===== config.mk =====
export PLATFORM = sky130hd
export DESIGN_NAME = dc_offset_cal_seq_flat
export DESIGN_NICKNAME = d
export VERILOG_FILES = /design/src/rtl/dc_offset_cal_seq_if.sv /design/src/rtl/dc_offset_cal_seq.sv /design/src/flat_wrapper.sv
export SDC_FILE = /design/constraint.sdc
export NUM_CORES = 1
export LEC_CHECK = 0
export BUFFER_PORTS_ARGS = -buffer_cell sky130_fd_sc_hd__buf_2
export CAP_MARGIN = 15
export CORE_MARGIN = 4
export CORE_UTILIZATION = 45
export DETAILED_ROUTE_END_ITERATION = 10
export PLACE_DENSITY = 0.63
export SYNTH_ARGS = -nofsm -noshare
export SYNTH_HDL_FRONTEND = slang
export SYNTH_SLANG_ARGS = --single-unit

===== constraint.sdc =====
create_clock -name clk -period 10.45 [get_ports clk]
set_input_delay 2.09 -clock clk [delete_from_list [all_inputs] [get_ports clk]]
set_output_delay 2.09 -clock clk [all_outputs]
set_load 0.005 [all_outputs]

===== src/rtl/dc_offset_cal_seq_if.sv =====
// Sample/control bundle for the DC-offset calibration sequencer.
// The master drives the controls and the I/Q stream. The slave (the sequencer)
// returns the corrected stream, the latched offsets and the status flags.
interface dc_offset_cal_seq_if;
  logic               start;
  logic               abort;
  logic               continuous;
  logic               in_valid;
  logic signed [15:0] data_in_i;
  logic signed [15:0] data_in_q;
  logic               out_valid;
  logic signed [15:0] data_out_i;
  logic signed [15:0] data_out_q;
  logic signed [15:0] dc_i;
  logic signed [15:0] dc_q;
  logic               busy;
  logic               done;

  modport master (
    output start, abort, continuous, in_valid, data_in_i, data_in_q,
    input  out_valid, data_out_i, data_out_q, dc_i, dc_q, busy, done
  );

  modport slave (
    input  start, abort, continuous, in_valid, data_in_i, data_in_q,
    output out_valid, data_out_i, data_out_q, dc_i, dc_q, busy, done
  );
endinterface


===== src/rtl/dc_offset_cal_seq.sv =====
// DC-offset calibration sequencer for an I/Q pair.
// It first discards SETTLE valid samples. It then averages 2^LOG2_N samples of I,
// followed by 2^LOG2_N samples of Q, in one shared accumulator. Both means are
// latched as offsets in the same edge. Those offsets are subtracted, with
// saturation, from the sample stream.
module dc_offset_cal_seq #(
  parameter int LOG2_N = 10,
  parameter int SETTLE = 64
) (
  input logic              clk,
  input logic              reset_n,
  dc_offset_cal_seq_if.slave bus
);

  localparam int ACC_W = 16 + LOG2_N;
  localparam int SET_W = (SETTLE > 0) ? $clog2(SETTLE + 1) : 1;
  localparam int CNT_W = (LOG2_N + 1 > SET_W) ? LOG2_N + 1 : SET_W;
  localparam logic [CNT_W-1:0] WIN_LAST = CNT_W'((1 << LOG2_N) - 1);
  localparam logic [CNT_W-1:0] SET_LAST = CNT_W'(SETTLE - 1);

  typedef enum logic [2:0] {
    S_IDLE,
    S_SETTLE,
    S_ACC_I,
    S_ACC_Q,
    S_UPDATE
  } state_t;

  state_t                   state_q;
  logic [CNT_W-1:0]         cnt_q;
  logic signed [ACC_W-1:0]  acc_q;
  logic signed [15:0]       mean_i_q;
  logic signed [15:0]       mean_q_q;
  logic signed [15:0]       off_i_q;
  logic signed [15:0]       off_q_q;
  logic                     done_q;
  logic                     out_valid_q;
  logic signed [15:0]       out_i_q;
  logic signed [15:0]       out_q_q;

  // The shared accumulator adds whichever channel the current phase is averaging.
  logic signed [15:0]      sample_d;
  logic signed [ACC_W-1:0] acc_d;
  logic signed [15:0]      mean_d;

  assign sample_d = (state_q == S_ACC_Q) ? bus.data_in_q : bus.data_in_i;
  assign acc_d    = acc_q + {{LOG2_N{sample_d[15]}}, sample_d};
  // The arithmetic shift rounds toward -inf. The mean of 16-bit samples always fits 16 bits.
  assign mean_d   = 16'(acc_d >>> LOG2_N);

  // The 17-bit differences cannot overflow. Saturation clamps them back to 16 bits.
  logic [16:0] diff_i_d;
  logic [16:0] diff_q_d;

  assign diff_i_d = {bus.data_in_i[15], bus.data_in_i} - {off_i_q[15], off_i_q};
  assign diff_q_d = {bus.data_in_q[15], bus.data_in_q} - {off_q_q[15], off_q_q};

  function automatic logic signed [15:0] sat16(input logic [16:0] d);
    if (d[16] != d[15]) return d[16] ? 16'sh8000 : 16'sh7fff;
    return d[15:0];
  endfunction

  // Calibration FSM: sequences the phases, counts valid samples and latches the offsets.
  always_ff @(posedge clk or negedge reset_n) begin
    if (!reset_n) begin
      state_q  <= S_IDLE;
      cnt_q    <= '0;
      acc_q    <= '0;
      mean_i_q <= '0;
      mean_q_q <= '0;
      off_i_q  <= '0;
      off_q_q  <= '0;
      done_q   <= 1'b0;
    end else begin
      // NOTE: use non-blocking assignments for state so that every register here
      // sees the values from before the edge, whatever order the statements are in.
      done_q <= 1'b0;
      if (bus.abort) begin
        // Abort overrides start and every transition. The offsets are kept.
        state_q <= S_IDLE;
        cnt_q   <= '0;
        acc_q   <= '0;
      end else begin
        case (state_q)
          S_IDLE: begin
            if (bus.start) begin
              state_q <= (SETTLE > 0) ? S_SETTLE : S_ACC_I;
              cnt_q   <= '0;
              acc_q   <= '0;
            end
          end
          S_SETTLE: begin
            if (bus.in_valid) begin
              if (cnt_q == SET_LAST) begin
                cnt_q   <= '0;
                state_q <= S_ACC_I;
              end else begin
                cnt_q <= cnt_q + CNT_W'(1);
              end
            end
          end
          S_ACC_I, S_ACC_Q: begin
            if (bus.in_valid) begin
              if (cnt_q == WIN_LAST) begin
                cnt_q <= '0;
                acc_q <= '0;
                if (state_q == S_ACC_I) begin
                  mean_i_q <= mean_d;
                  state_q  <= S_ACC_Q;
                end else begin
                  mean_q_q <= mean_d;
                  state_q  <= S_UPDATE;
                end
              end else begin
                acc_q <= acc_d;
                cnt_q <= cnt_q + CNT_W'(1);
              end
            end
          end
          S_UPDATE: begin
            off_i_q <= mean_i_q;
            off_q_q <= mean_q_q;
            done_q  <= 1'b1;
            state_q <= bus.continuous ? S_ACC_I : S_IDLE;
          end
          default: state_q <= S_IDLE;
        endcase
      end
    end
  end

  // Correction path: a registered saturating subtraction that holds when no sample arrives.
  always_ff @(posedge clk or negedge reset_n) begin
    if (!reset_n) begin
      out_valid_q <= 1'b0;
      out_i_q     <= '0;
      out_q_q     <= '0;
    end else begin
      out_valid_q <= bus.in_valid;
      if (bus.in_valid) begin
        out_i_q <= sat16(diff_i_d);
        out_q_q <= sat16(diff_q_d);
      end
    end
  end

  assign bus.out_valid  = out_valid_q;
  assign bus.data_out_i = out_i_q;
  assign bus.data_out_q = out_q_q;
  assign bus.dc_i       = off_i_q;
  assign bus.dc_q       = off_q_q;
  assign bus.busy       = (state_q != S_IDLE);
  assign bus.done       = done_q;

endmodule

===== src/flat_wrapper.sv =====
// flat-port wrapper written by rule: the top's interface ports become plain ports
module dc_offset_cal_seq_flat 
#(
  parameter int LOG2_N = 10,
  parameter int SETTLE = 64
)
  (clk, reset_n, bus_start, bus_abort, bus_continuous, bus_in_valid, bus_data_in_i, bus_data_in_q, bus_out_valid, bus_data_out_i, bus_data_out_q, bus_dc_i, bus_dc_q, bus_busy, bus_done);
  dc_offset_cal_seq_if bus_i ();
  input logic clk;
  input logic reset_n;
  input wire logic [$bits(bus_i.start)-1:0] bus_start;
  input wire logic [$bits(bus_i.abort)-1:0] bus_abort;
  input wire logic [$bits(bus_i.continuous)-1:0] bus_continuous;
  input wire logic [$bits(bus_i.in_valid)-1:0] bus_in_valid;
  input wire logic [$bits(bus_i.data_in_i)-1:0] bus_data_in_i;
  input wire logic [$bits(bus_i.data_in_q)-1:0] bus_data_in_q;
  output wire logic [$bits(bus_i.out_valid)-1:0] bus_out_valid;
  output wire logic [$bits(bus_i.data_out_i)-1:0] bus_data_out_i;
  output wire logic [$bits(bus_i.data_out_q)-1:0] bus_data_out_q;
  output wire logic [$bits(bus_i.dc_i)-1:0] bus_dc_i;
  output wire logic [$bits(bus_i.dc_q)-1:0] bus_dc_q;
  output wire logic [$bits(bus_i.busy)-1:0] bus_busy;
  output wire logic [$bits(bus_i.done)-1:0] bus_done;
  assign bus_i.start = bus_start;
  assign bus_i.abort = bus_abort;
  assign bus_i.continuous = bus_continuous;
  assign bus_i.in_valid = bus_in_valid;
  assign bus_i.data_in_i = bus_data_in_i;
  assign bus_i.data_in_q = bus_data_in_q;
  assign bus_out_valid = bus_i.out_valid;
  assign bus_data_out_i = bus_i.data_out_i;
  assign bus_data_out_q = bus_i.data_out_q;
  assign bus_dc_i = bus_i.dc_i;
  assign bus_dc_q = bus_i.dc_q;
  assign bus_busy = bus_i.busy;
  assign bus_done = bus_i.done;
  dc_offset_cal_seq #(.LOG2_N(LOG2_N), .SETTLE(SETTLE)) u_core (.clk(clk), .reset_n(reset_n), .bus(bus_i));
endmodule

# Word-level counts from Yosys, hierarchy flattened
# Cells that the tools add are included.
[classes] add_sub_neg=4 eq_ne=13 n_mux=34 n_bitwise=2 n_reduce_logical=11
[op_table] operator="2-to-1 mux 16 bit" count=7
[op_table] operator="2-to-1 mux 26 bit" count=4
[op_table] operator="2-to-1 mux 11 bit" count=6
[op_table] operator="one-hot mux 26 bit (2 select lines)" count=1
[op_table] operator="subtractor 16 x 16 -> 17 bit" count=2
[op_table] operator="one-hot mux 11 bit (3 select lines)" count=1
[op_table] operator="adder 26 bit" count=1
[op_table] operator="2-to-1 mux 3 bit" count=7
[op_table] operator="AND reduction 5 bit" count=3
[op_table] operator="one-hot mux 3 bit (4 select lines)" count=1
[op_table] operator="adder 11 x 1 -> 11 bit (second input constant)" count=1
[op_table] operator="equality test 11 x 10 -> 1 bit (second input constant)" count=1
[op_table] operator="equality test 11 x 6 -> 1 bit (second input constant)" count=1
[op_table] operator="inequality test 3 bit (second input constant)" count=3
[op_table] operator="equality test 3 x 2 -> 1 bit (second input constant)" count=2
[op_table] operator="2-to-1 mux 1 bit" count=6
[op_table] operator="inequality test 3 x 2 -> 1 bit (second input constant)" count=2
[op_table] operator="nonzero test 3 bit" count=2
[op_table] operator="AND reduction 4 bit" count=1
[op_table] operator="nonzero test 4 bit" count=1
[op_table] operator="equality test 3 x 1 -> 1 bit (second input constant)" count=1
[op_table] operator="equality test 3 bit (second input constant)" count=1
[op_table] operator="logical NOT 3 bit" count=1
[op_table] operator="AND reduction 3 bit" count=1
[op_table] operator="other kinds (5)" count=7
[totals] regBits=138 input_bits=38 out_inout_bits=67 word_cells=75

# Logic depth before layout (Yosys ltp)
[depth] word_depth=7 mapped_depth=16 depth_no_buf=13

# Worst setup path after synthesis
# No wires, ideal clock.
[synth_path] kind="input port to flip-flop" start="in bus_data_in_i[15]" end="reg u_core.mean_i_q[15]" setup_time_ns=0.083 arrival_ns=4.638 required_ns=10.367 path_slack_ns=5.729 stages=11 n_path_buf=1 cell_sequence="mux2i_1 inv_1 ha_1 clkbuf_1 a21oi_1 o21ai_0 nand3_1 a31oi_1 nor4_1 xnor3_1 o21ai_0"
[synth_between] elab_chain_len=2
[synth_rtl] item="start, declared" line_no="flat_wrapper.sv:15" source="input wire logic [$bits(bus_i.data_in_i)-1:0] bus_data_in_i;"
[synth_rtl] item="2-to-1 mux 16 bit" line_no="dc_offset_cal_seq.sv:46" source="assign sample_d = (state_q == S_ACC_Q) ? bus.data_in_q : bus.data_in_i;"
[synth_rtl] item="adder 26 bit" line_no="dc_offset_cal_seq.sv:47" source="assign acc_d = acc_q + {{LOG2_N{sample_d[15]}}, sample_d};"
[synth_rtl] item="end signal, assigned" line_no="dc_offset_cal_seq.sv:108" source="mean_i_q <= mean_d;"
[synth_rtl] item="end, declared" line_no="dc_offset_cal_seq.sv:32" source="logic signed [15:0] mean_i_q;"
# No other way between the ends.
# A chain may end at the register's enable or synchronous reset.

# Worst setup path after layout
[layout_path] start="in bus_data_in_i[15]" end="reg u_core.mean_q_q[15]"
[layout_between] elab_chain_len=2
[layout_rtl] item="2-to-1 mux 16 bit" line_no="dc_offset_cal_seq.sv:46"
[layout_rtl] item="adder 26 bit" line_no="dc_offset_cal_seq.sv:47"
[layout_rtl] item="end signal, assigned" line_no="dc_offset_cal_seq.sv:111" source="mean_q_q <= mean_d;"
[layout_rtl] item="end, declared" line_no="dc_offset_cal_seq.sv:33" source="logic signed [15:0] mean_q_q;"
# No other way between the ends.

==> run summary <==
Ranking of synthesized cells by area = dfrtp_1, ha_1, mux2_2
Cell area after synthesis = 9020 µm²
Vias = 7,625
Pwr per Cell Area = 259 nW/µm²
Global-route usage over all layers = 21.8%
Post-synth top flop = dfrtp_1
First-pass GRT wire length = 38,700 µm
Fin cells = 1,355
Post-detail-place hpwl = 18,500 µm
Layout area overhead = 14.1%
Antenna violations before repair = 0
Endpoint type of the worst setup path = flop
Slowest-stage cell, CP = nor4_1
Port bufs = 104
Final Cycle Share = 47.3%
Slowest stage delay, CP = 590 ps
CP required = 10,790 ps
Sequential share of the synthesized area = 38.3%
DRC = 0
Most Frequent Cell on Critical Path = o21ai_0
Max Freq = 202 MHz
Reg2Reg Setup Slack = 6440 ps
Layout cell share with drive strength beyond 1 = 18.4%
WL per Instance = 17.9 µm
CTS root buf = clkbuf_16
Critical Path, Cell by Cell = buf_2, mux2i_1, inv_1, ha_1, a21oi_1, o21ai_0, nand3_1, a31oi_1, nor4_1, xnor3_1, o21ai_0
CP Data Arrival Time = 5280 ps
R2R depth = 11
Routed WL = 24,200 µm
Filler cell count = 1,861
Slew HR = 28.4%
Die ar. = 22,400 µm²
Worst-Margin Slew = 1070 ps
FP Rows = 51
Vias/cell = 5.63
Antenna Nets Post-Route = 0
Total power draw = 2670 µW
Hold Path Class = reg -> reg
Clock insertion delay at the later pin of the skew report = 430 ps
Crit. path cell count = 11
N_diodes = 0
Worst hold stages = 2
CTS Hold Buffers Added = 0
RSZ-0062 raised after global routing = no
Fin nets = 1,181
Post-Syn Nets = 1,094
Ys Warns = 0
Total grt overflow = 0
Post-layout min period = 4940 ps
Die span in x = 150 µm
Longest Clk Path Bufs = 2
Number of synthesized flops with an enable pin = 0
Final Hold Viols = 0
Gate Count Post-Synth = 993
CTS Buf Count = 17
Worst Clk Skew = 13.4 ps
Setup TNS = 0 ps
Kind of cell adding the most delay to the critical path = compound AO/OA/AOI/OAI gates
Post-CTS Setup Bufs = 0
CTS Sinks = 138
CP Launch Type = input port
Largest area contributor in the netlist = dfrtp_1
Core Footprint = 19,600 µm²
Post-synthesis register bit count = 138
Avg Inst Size Synth = 9.08 µm²
Vias in the first global route = 7,146
Initial drt markers = 513
I/O Pins = 105
CTS tree = built
Final count of negative-setup-slack endpoints = 0
Worst vdd ir = 0.000115 V
Post-synth ARST share = 100%
Die Y = 150 µm
CTS H-tree lvls = 4
Router iterations before antenna repair = 5
Gpl congestion = 0.916
Final Max Tran Viols = 0
Crit-path max FO = 11
Crit path buffers/inverters = 2
P_leak = 0.00501 µW
Synth top area share = 38.3%
Inst Count DP = 1,325
Post-synth cell types = 79
Clock transition at path regs = 60 ps
# Max-Cap Violations = 0
Resize count post-CTS = 0
Effective utilization at floorplan = 46.0%
Kind of critical path = in -> reg
Largest net degree at the start of global routing = 71
Status = finished clean
area by class of cell:
type / count / area (µm²) / share of cell area [%]
Clock buffer: 23 / 468 / 4.55
Clock inverter: 6 / 92.6 / 0.900
Multi-Input combinational cell: 736 / 5060 / 49.2
Timing Repair Buffer: 113 / 602 / 5.85
Tap cell: 265 / 332 / 3.22
Sequential cell: 138 / 3450 / 33.6
Inverter: 74 / 278 / 2.70
flip-flops by register name, indices dropped and copies added (netlist names), 3 cells and up:
register / cells
u_core.bus.data_out_q: 16
u_core.bus.dc_i: 16
u_core.acc_q: 26
u_core.bus.dc_q: 16
u_core.state_q: 3
u_core.mean_q_q: 16
u_core.cnt_q: 11
u_core.mean_i_q: 16
u_core.bus.data_out_i: 16
logic make-up after synthesis:
| kind of cell | synth area share, % |
|---|---|
| adders and majority gates | 8.99 |
| muxes | 5.79 |
| and+or+nand+nor | 14.0 |
| xor gates and xnor gates | 3.84 |
| AOI/OAI and AO/OA | 23.3 |
| buffers and inverters | 5.77 |
| DFF | 38.3 |
synthesized netlist by cell type, drive strengths merged (10+ instances only):
library cell,count
a21o,23
xor2,19
o21a,11
inv,74
xnor2,18
clkbuf,36
nand3,20
nand2b,11
dfrtp,138
a22o,13
nand4,10
o22ai,31
a21oi,67
nor3,11
nor2b,10
ha,60
nor2,58
o31ai,11
nand2,107
o21ai,79
mux2,41
a31oi,10
routing by layer:
layer | up-vias | track usage, % | part of all wire, %
li1 | 3769 | - | -
met1 | 3616 | 31.6 | 48
met2 | 210 | 34.2 | 45
met3 | 30 | 3.15 | 5.4
met4 | 0 | 6.41 | 1.8
met5 | - | 0 | 0
stage by stage:
step	area (µm²)	hold slack, ps	utilization [%]	setup slack [ps]
final	10300	481	52.5	5510
after global routing	10300	501	52.5	5190
after CTS	10300	482	52.4	5530
after detailed placement	9710	465	49.6	5070
after global placement	9710	466	49.6	5090
after floorplan	9020	443	-	5730
worst register-to-register path: stages, from the launching register on:
cell and delay [ps]:
dfrtp_1 560, nand3b_1 210, mux2i_1 520, inv_1 360
ha_1 510, a21oi_1 320, o21ai_0 180, nand3_1 120
a31oi_1 90, nor4_1 590, xnor3_1 320, o21ai_0 150
cells in the final DEF (no fill, tap or decap), drive strengths merged, types with 6 or more instances in the layout:
cell type	Yosys	layout
dfrtp	138	138
buf	7	113
nand2	107	107
o21ai	79	79
inv	74	74
a21oi	67	67
ha	60	60
nor2	58	58
mux2	41	41
o22ai	31	31
a21o	23	23
clkbuf	36	23
nand3	20	20
xor2	19	19
xnor2	18	18
a22o	13	13
o21a	11	11
nand2b	11	11
o31ai	11	11
nor3	11	11
nor2b	10	10
a31oi	10	10
nand4	10	10
a22oi	9	9
o41ai	9	9
and3	9	9
a211oi	8	8
a21boi	8	8
o211ai	7	7
and2	7	7
or3	7	7
mux2i	6	6
report_power, final:
| part | switching (µW) | internal (µW) | leakage, µW |
|---|---|---|---|
| logic | 771 | 553 | 0.00299 |
| registers | 84.8 | 670 | 0.00176 |
| clock network | 226 | 361 | 0.000265 |
path summary, 6_finish.rpt:
path | start | end
max reg2reg | u_core.state_q[2]$_DFFE_PN0P_ | u_core.mean_q_q[15]$_DFFE_PN0P_
min | u_core.mean_q_q[4]$_DFFE_PN0P_ | u_core.bus.dc_q[4]$_DFFE_PN0P_
max | bus_data_in_i[15] | u_core.mean_q_q[15]$_DFFE_PN0P_
min reg2reg | u_core.mean_q_q[4]$_DFFE_PN0P_ | u_core.bus.dc_q[4]$_DFFE_PN0P_
min in group asynchronous | reset_n | u_core.bus.data_out_i[5]$_DFFE_PN0P_
max in group asynchronous | reset_n | u_core.bus.dc_q[6]$_DFFE_PN0P_
Power figures use the tool's default switching activity.
